`src/rtl/fetch_unit_if.sv`:
```
// Signal bundle between the fetch unit, instruction memory and decode.
// The master side is the fetch unit; the slave side is memory plus decode/redirect logic.
interface fetch_unit_if;
    logic        imem_req_valid;
    logic        imem_req_ready;
    logic [31:0] imem_addr;
    logic        imem_rsp_valid;
    logic [31:0] imem_rsp_data;
    logic        redirect_valid;
    logic [31:0] redirect_pc;
    logic        inst_valid;
    logic        inst_ready;
    logic [31:0] inst;
    logic [31:0] inst_pc;
    logic [31:0] inst_pc8;
    logic        fetch_err;

    modport master (
        output imem_req_valid, imem_addr,
        input  imem_req_ready, imem_rsp_valid, imem_rsp_data,
        input  redirect_valid, redirect_pc,
        output inst_valid, inst, inst_pc, inst_pc8,
        input  inst_ready,
        output fetch_err
    );

    modport slave (
        input  imem_req_valid, imem_addr,
        output imem_req_ready, imem_rsp_valid, imem_rsp_data,
        output redirect_valid, redirect_pc,
        input  inst_valid, inst, inst_pc, inst_pc8,
        output inst_ready,
        input  fetch_err
    );
endinterface

```
`src/rtl/fetch_unit.sv`:
```
// Instruction fetch: in-order memory requests, DEPTH-entry instruction queue with per-entry PC,
// redirect flush with drain of in-flight responses, sticky error on unsolicited responses.
module fetch_unit #(
    parameter logic [31:0] RESET_PC = 32'h0000_0000,
    parameter int unsigned DEPTH    = 2
) (
    input logic          clk,
    input logic          reset,
    fetch_unit_if.master bus
);
    localparam int unsigned PW      = (DEPTH > 1) ? $clog2(DEPTH) : 1;
    localparam int unsigned CW      = $clog2(DEPTH + 1);
    localparam logic [CW:0] DEPTH_W = (CW + 1)'(DEPTH);

    typedef enum logic [1:0] { IDLE, FETCH, DRAIN } state_t;
    typedef logic [PW-1:0] ptr_t;
    typedef logic [CW-1:0] cnt_t;

    state_t      state;
    logic [31:0] fetch_pc;
    cnt_t        outstanding;
    cnt_t        occupancy;
    cnt_t        drop_cnt;
    ptr_t        q_head;
    ptr_t        q_tail;
    ptr_t        af_head;
    ptr_t        af_tail;
    logic        fetch_err_q;

    logic [31:0] q_data [DEPTH];
    logic [31:0] q_pc   [DEPTH];
    logic [31:0] af_pc  [DEPTH];

    logic        head_valid;
    logic        pop;
    logic        req_fire;
    logic        rsp_counted;
    logic        rsp_accept;
    logic        rsp_spurious;
    logic [CW:0] slots_used;
    cnt_t        out_after_rsp;
    logic [31:0] head_pc;

    function automatic ptr_t ptr_inc(input ptr_t p);
        return (p == PW'(DEPTH - 1)) ? '0 : p + ptr_t'(1);
    endfunction

    // A same-cycle pop frees a slot, which is what sustains one instruction per cycle.
    assign head_valid    = (occupancy != '0) && !bus.redirect_valid;
    assign pop           = head_valid && bus.inst_ready;
    assign slots_used    = {1'b0, outstanding} + {1'b0, occupancy} - {{CW{1'b0}}, pop};
    assign req_fire      = bus.imem_req_valid && bus.imem_req_ready;
    assign rsp_counted   = bus.imem_rsp_valid && (outstanding != '0);
    assign rsp_accept    = rsp_counted && (state == FETCH) && !bus.redirect_valid;
    assign rsp_spurious  = bus.imem_rsp_valid && (outstanding == '0) && (drop_cnt == '0);
    assign out_after_rsp = outstanding - cnt_t'(rsp_counted);

    assign head_pc            = head_valid ? q_pc[q_head] : '0;
    assign bus.imem_req_valid = (state == FETCH) && (slots_used < DEPTH_W) && !bus.redirect_valid;
    assign bus.imem_addr      = fetch_pc;
    assign bus.inst_valid     = head_valid;
    assign bus.inst           = head_valid ? q_data[q_head] : '0;
    assign bus.inst_pc        = head_pc;
    assign bus.inst_pc8       = head_pc + 32'd8;
    assign bus.fetch_err      = fetch_err_q;

    always_ff @(posedge clk) begin
        if (req_fire) begin
            af_pc[af_tail] <= fetch_pc;
        end
        if (rsp_accept) begin
            q_data[q_tail] <= bus.imem_rsp_data;
            q_pc[q_tail]   <= af_pc[af_head];
        end
    end

    always_ff @(posedge clk) begin
        if (reset) begin
            state       <= IDLE;
            fetch_pc    <= RESET_PC;
            outstanding <= '0;
            occupancy   <= '0;
            drop_cnt    <= '0;
            q_head      <= '0;
            q_tail      <= '0;
            af_head     <= '0;
            af_tail     <= '0;
            fetch_err_q <= 1'b0;
        end else begin
            if (rsp_spurious) begin
                fetch_err_q <= 1'b1;
            end
            case (state)
                IDLE: begin
                    state <= FETCH;
                end
                FETCH: begin
                    if (bus.redirect_valid) begin
                        // Requests still in flight become drops; their address slots are discarded.
                        fetch_pc    <= {bus.redirect_pc[31:2], 2'b00};
                        occupancy   <= '0;
                        q_head      <= '0;
                        q_tail      <= '0;
                        af_head     <= '0;
                        af_tail     <= '0;
                        outstanding <= '0;
                        drop_cnt    <= out_after_rsp;
                        state       <= (out_after_rsp != '0) ? DRAIN : FETCH;
                    end else begin
                        if (req_fire) begin
                            fetch_pc <= fetch_pc + 32'd4;
                            af_tail  <= ptr_inc(af_tail);
                        end
                        if (rsp_accept) begin
                            q_tail  <= ptr_inc(q_tail);
                            af_head <= ptr_inc(af_head);
                        end
                        if (pop) begin
                            q_head <= ptr_inc(q_head);
                        end
                        outstanding <= outstanding + cnt_t'(req_fire) - cnt_t'(rsp_accept);
                        occupancy   <= occupancy + cnt_t'(rsp_accept) - cnt_t'(pop);
                    end
                end
                DRAIN: begin
                    if (bus.redirect_valid) begin
                        fetch_pc <= {bus.redirect_pc[31:2], 2'b00};
                    end
                    if (bus.imem_rsp_valid && (drop_cnt != '0)) begin
                        drop_cnt <= drop_cnt - cnt_t'(1);
                    end
                    if ((drop_cnt == '0) && !bus.redirect_valid) begin
                        state <= FETCH;
                    end
                end
                default: begin
                    state <= IDLE;
                end
            endcase
        end
    end
endmodule

```
`src/flat_wrapper.sv`:
```
// flat-port wrapper written by rule: the top's interface ports become plain ports
module fetch_unit_flat 
#(
    parameter logic [31:0] RESET_PC = 32'h0000_0000,
    parameter int unsigned DEPTH    = 2
)
  (clk, reset, bus_imem_req_valid, bus_imem_addr, bus_imem_req_ready, bus_imem_rsp_valid, bus_imem_rsp_data, bus_redirect_valid, bus_redirect_pc, bus_inst_valid, bus_inst, bus_inst_pc, bus_inst_pc8, bus_inst_ready, bus_fetch_err);
  fetch_unit_if bus_i ();
  input logic clk;
  input logic reset;
  output wire logic [$bits(bus_i.imem_req_valid)-1:0] bus_imem_req_valid;
  output wire logic [$bits(bus_i.imem_addr)-1:0] bus_imem_addr;
  input wire logic [$bits(bus_i.imem_req_ready)-1:0] bus_imem_req_ready;
  input wire logic [$bits(bus_i.imem_rsp_valid)-1:0] bus_imem_rsp_valid;
  input wire logic [$bits(bus_i.imem_rsp_data)-1:0] bus_imem_rsp_data;
  input wire logic [$bits(bus_i.redirect_valid)-1:0] bus_redirect_valid;
  input wire logic [$bits(bus_i.redirect_pc)-1:0] bus_redirect_pc;
  output wire logic [$bits(bus_i.inst_valid)-1:0] bus_inst_valid;
  output wire logic [$bits(bus_i.inst)-1:0] bus_inst;
  output wire logic [$bits(bus_i.inst_pc)-1:0] bus_inst_pc;
  output wire logic [$bits(bus_i.inst_pc8)-1:0] bus_inst_pc8;
  input wire logic [$bits(bus_i.inst_ready)-1:0] bus_inst_ready;
  output wire logic [$bits(bus_i.fetch_err)-1:0] bus_fetch_err;
  assign bus_imem_req_valid = bus_i.imem_req_valid;
  assign bus_imem_addr = bus_i.imem_addr;
  assign bus_i.imem_req_ready = bus_imem_req_ready;
  assign bus_i.imem_rsp_valid = bus_imem_rsp_valid;
  assign bus_i.imem_rsp_data = bus_imem_rsp_data;
  assign bus_i.redirect_valid = bus_redirect_valid;
  assign bus_i.redirect_pc = bus_redirect_pc;
  assign bus_inst_valid = bus_i.inst_valid;
  assign bus_inst = bus_i.inst;
  assign bus_inst_pc = bus_i.inst_pc;
  assign bus_inst_pc8 = bus_i.inst_pc8;
  assign bus_i.inst_ready = bus_inst_ready;
  assign bus_fetch_err = bus_i.fetch_err;
  fetch_unit #(.RESET_PC(RESET_PC), .DEPTH(DEPTH)) u_core (.clk(clk), .reset(reset), .bus(bus_i));
endmodule
```
`config.mk`:
```
export PLATFORM = sky130hd
export DESIGN_NAME = fetch_unit_flat
export DESIGN_NICKNAME = d
export VERILOG_FILES = /design/src/rtl/fetch_unit_if.sv /design/src/rtl/fetch_unit.sv /design/src/flat_wrapper.sv
export SDC_FILE = /design/constraint.sdc
export NUM_CORES = 1
export LEC_CHECK = 0
export ABC_AREA = 1
export CORE_ASPECT_RATIO = 1.25
export CORE_MARGIN = 5
export CORE_UTILIZATION = 35
export DETAILED_ROUTE_END_ITERATION = 6
export PLACE_DENSITY = 0.66
export SYNTH_ARGS = -nofsm -noshare
export SYNTH_HDL_FRONTEND = slang
export SYNTH_SLANG_ARGS = --single-unit
```
`constraint.sdc`:
```
create_clock -name clk -period 8.6 [get_ports clk]
set_clock_uncertainty 0.05 [all_clocks]
set_input_delay 1.72 -clock clk [delete_from_list [all_inputs] [get_ports clk]]
set_output_delay 1.72 -clock clk [all_outputs]
set_load 0.01 [all_outputs]
```
==> out/metrics.cfg <==
[critical_path]
cp_num_cells=14
critical_path_class=in -> out
endpoint_kind=output port
critical_path.max_fanout=76
rr_worst_depth=13
slowest_stage=clkdlybuf4s50_1
critPathBufInv=6
worstPathArrival_ns=5.30
crit_path_cell_trace=clkdlybuf4s50_1, clkinv_4, o21ai_4, inv_4, nand2_1, inv_1, nand2_1, nand3_1, fa_1, inv_1, nand2_1, nand2_1, and3_1, clkdlybuf4s50_1
cp.required_ns=6.83
critPathMaxStageDelay_ns=0.77
cpMostUsedCell=nand2_1
path_delay_family=buffers and inverters
startpoint_type=input port

[drt]
met2_length_mm=13.8
antenna_left=0
viasPerCell=4.74
firstDrtPassIters=5
post_drt_wl_per_cell_um=15.9
drt_iter0_drc=518
drt_wl_total_mm=29.2
num_vias=8732
wl_met3_mm=2.57
top_layer=met4
drcViolationCount=0
wl_met1_mm=12.3

[die]
io_pins=201
coreArea_sq_mm=0.0324
die_w_um=171
die_area_sq_mm=0.0363
core.rowCount=74
start_util_pct=35.2
fp.dieH_um=212

[yosys]
yosysTopAreaCellShare_pct=48.4
yosys.area.top_type=edfxtp_1
synthCells=1219
synth-warning-count=0
synthFlopType=edfxtp_1
synth-edff-count=184
async_reset_ff_share_pct=0
synth.area.top_cells=edfxtp_1 48%, nand2_1 10%, dfxtp_1 7.9%, mux2_2 6.3%, inv_1 5.4%
syn_avg_cell_area_sq_um=9.36
synth_cell_types=45
syn_area_sq_mm=0.0114
ys_seq_elements=229
seq_area_frac_synth_pct=56.3

[clock_tree]
root_buffer=clkbuf_16
cts_sinks=229
cts_buffers=24
htree_levels=1
ctsHoldBuffers=0
clk_pin_slew_ns=0.06
cts_tree=built
clock_latency_ns=0.52
postCtsSetupBuffers=0
cts_buffer_depth=3
post_cts_resized=0

[power_and_ir_drop]
vdd_drop_max_v=0.000147
p_per_area_mw_per_mm2=172
leakage_nw=5.42

[sta]
slew_headroom_pct=31.2
rsz0062_at_grt=false
fin_setup_tns_ns=0
setup-violations-final=0
fmax_ghz=0.141
finalHoldWorstSlack_ns=0.391
slew_violations=0
fin_crit_ns=7.07
fin_crit_sh_pct=82.2
hold_viol=0
tightest_slew_ns=1.03

[layout]
mostFrequentLayoutCell=nand2_1
drive_above_1_share_pct=10.3
final_core_util_pct=44.6
finalNonFillerCells=1841
diodes=0
final_cell_mix=318 x nand2_1, 192 x clkdlybuf4s50_1, 184 x edfxtp_1
area_delta_synth_final_pct=26.6
nNetsFinal=1489

[flow_run]
max_cap_violations=0

[grt]
grt_pass1_vias=8560
grt_max_degree=93
grt.overflow.total=0
groute.usage.overall_pct=15.7
antenna_found_initial=0
grt_pass1_wl_mm=46.0

[min_path]
hold_class=reg -> reg
worstHoldPathCells=1

[place]
dp_hpwl_mm=21.2
dp_cells=1797
gp_routability_congestion=0.860
portBuffers=192

[status]
status=finished clean

-- synth_stat cells (2+ instances only) --
cell type / number
ha_1: 13
edfxtp_1: 184
o21ai_1: 18
xor2_1: 12
o21ai_2: 2
inv_1: 164
nor2_1: 147
clkbuf_1: 12
nand3b_1: 2
nand3_1: 66
a21oi_1: 46
mux2i_1: 3
buf_6: 12
inv_2: 3
nor2_2: 11
nand2_1: 318
o22ai_1: 4
nor3_1: 2
nand3_2: 4
nor2_4: 2
mux2_2: 64
a31oi_1: 2
or2_2: 2
xnor2_1: 3
o21ai_0: 34
nand4_1: 8
buf_4: 9
buf_2: 10
inv_4: 2
dfxtp_1: 45
-- worst register-to-register path, stage by stage (launching register included) --
cell and delay [ns]:
dfxtp_1 0.37, o21ai_4 0.44, inv_4 0.37, nand2_1 0.29, inv_1 0.10, nand2_1 0.07, nand3_1 0.08, fa_1 0.39
inv_1 0.07, nand2_1 0.05, nand2_1 0.11, nand4_4 0.16, nor2_2 0.45, buf_4 0.39
-- worst paths after layout --
| path | startpoint | slack [ns] | end |
|---|---|---|---|
| worst min register to register | u_core.af_head | 0.39 | u_core.af_head |
| worst max-delay path | bus_redirect_valid | 1.53 | bus_imem_req_valid |
| worst min-delay path | u_core.af_head | 0.39 | u_core.af_head |
| worst max register to register | u_core.occupancy[1] | 4.89 | u_core.af_pc[1][19] |
-- cell families (layout without fill, tap and decap cells) --
group	Yosys count	in the layout	synth area share (%)
DFF	229	229	56.3
and+or+nand+nor	570	570	20.9
AOI/OAI and AO/OA	110	110	5.15
other	1	6	0.0329
muxes	67	67	6.58
adders and majority gates	14	14	1.60
buffers and inverters	213	412	8.29
xor gates and xnor gates	15	15	1.15
-- layer usage --
metal / GRT usage, % / up-vias
met4: 3.55 / 0
met2: 26.5 / 328
li1: - / 4345
met1: 21.0 / 4021
met5: 0 / -
met3: 2.93 / 38
-- layout make-up --
class	instances	area, sq um
Fill cell	3053	18000
Sequential cell	229	6430
Multi-Input combinational cell	782	4070
Timing Repair Buffer	198	1970
Clock buffer	32	651
Inverter	170	648
Tap cell	418	523
Clock inverter	12	156
-- metrics by stage --
step           setup slack (ns)  area (sq um)  power, mW
2_1_floorplan              1.76         11400       1.37
3_3_place_gp               1.46         13600       1.45
3_5_place_dp               1.45         13600       1.46
4_1_cts                    1.45         14400       2.52
5_1_grt                    1.25         14400       2.58
6_report                   1.53         14400       2.48
-- registers in the layout, summed over array words and instances (netlist names), named ones only --
| register | flops |
|---|---|
| u_core.bus.fetch_err | 1 |
| u_core.state | 2 |
| u_core.q_tail | 1 |
| u_core.af_head | 1 |
| u_core.q_data | 64 |
| u_core.af_tail | 1 |
| u_core.af_pc | 60 |
| u_core.bus.imem_addr | 30 |
| u_core.drop_cnt | 2 |
| u_core.q_pc | 60 |
| u_core.occupancy | 2 |
| u_core.outstanding | 2 |
| u_core.q_head | 1 |
-- report_power, final --
group	switching (mW)	internal (mW)	total, mW
combinational	0.0936	0.0846	0.178
clock	0.424	0.626	1.05
sequential	0.0335	1.22	1.26
Power figures use the tool's default switching activity.
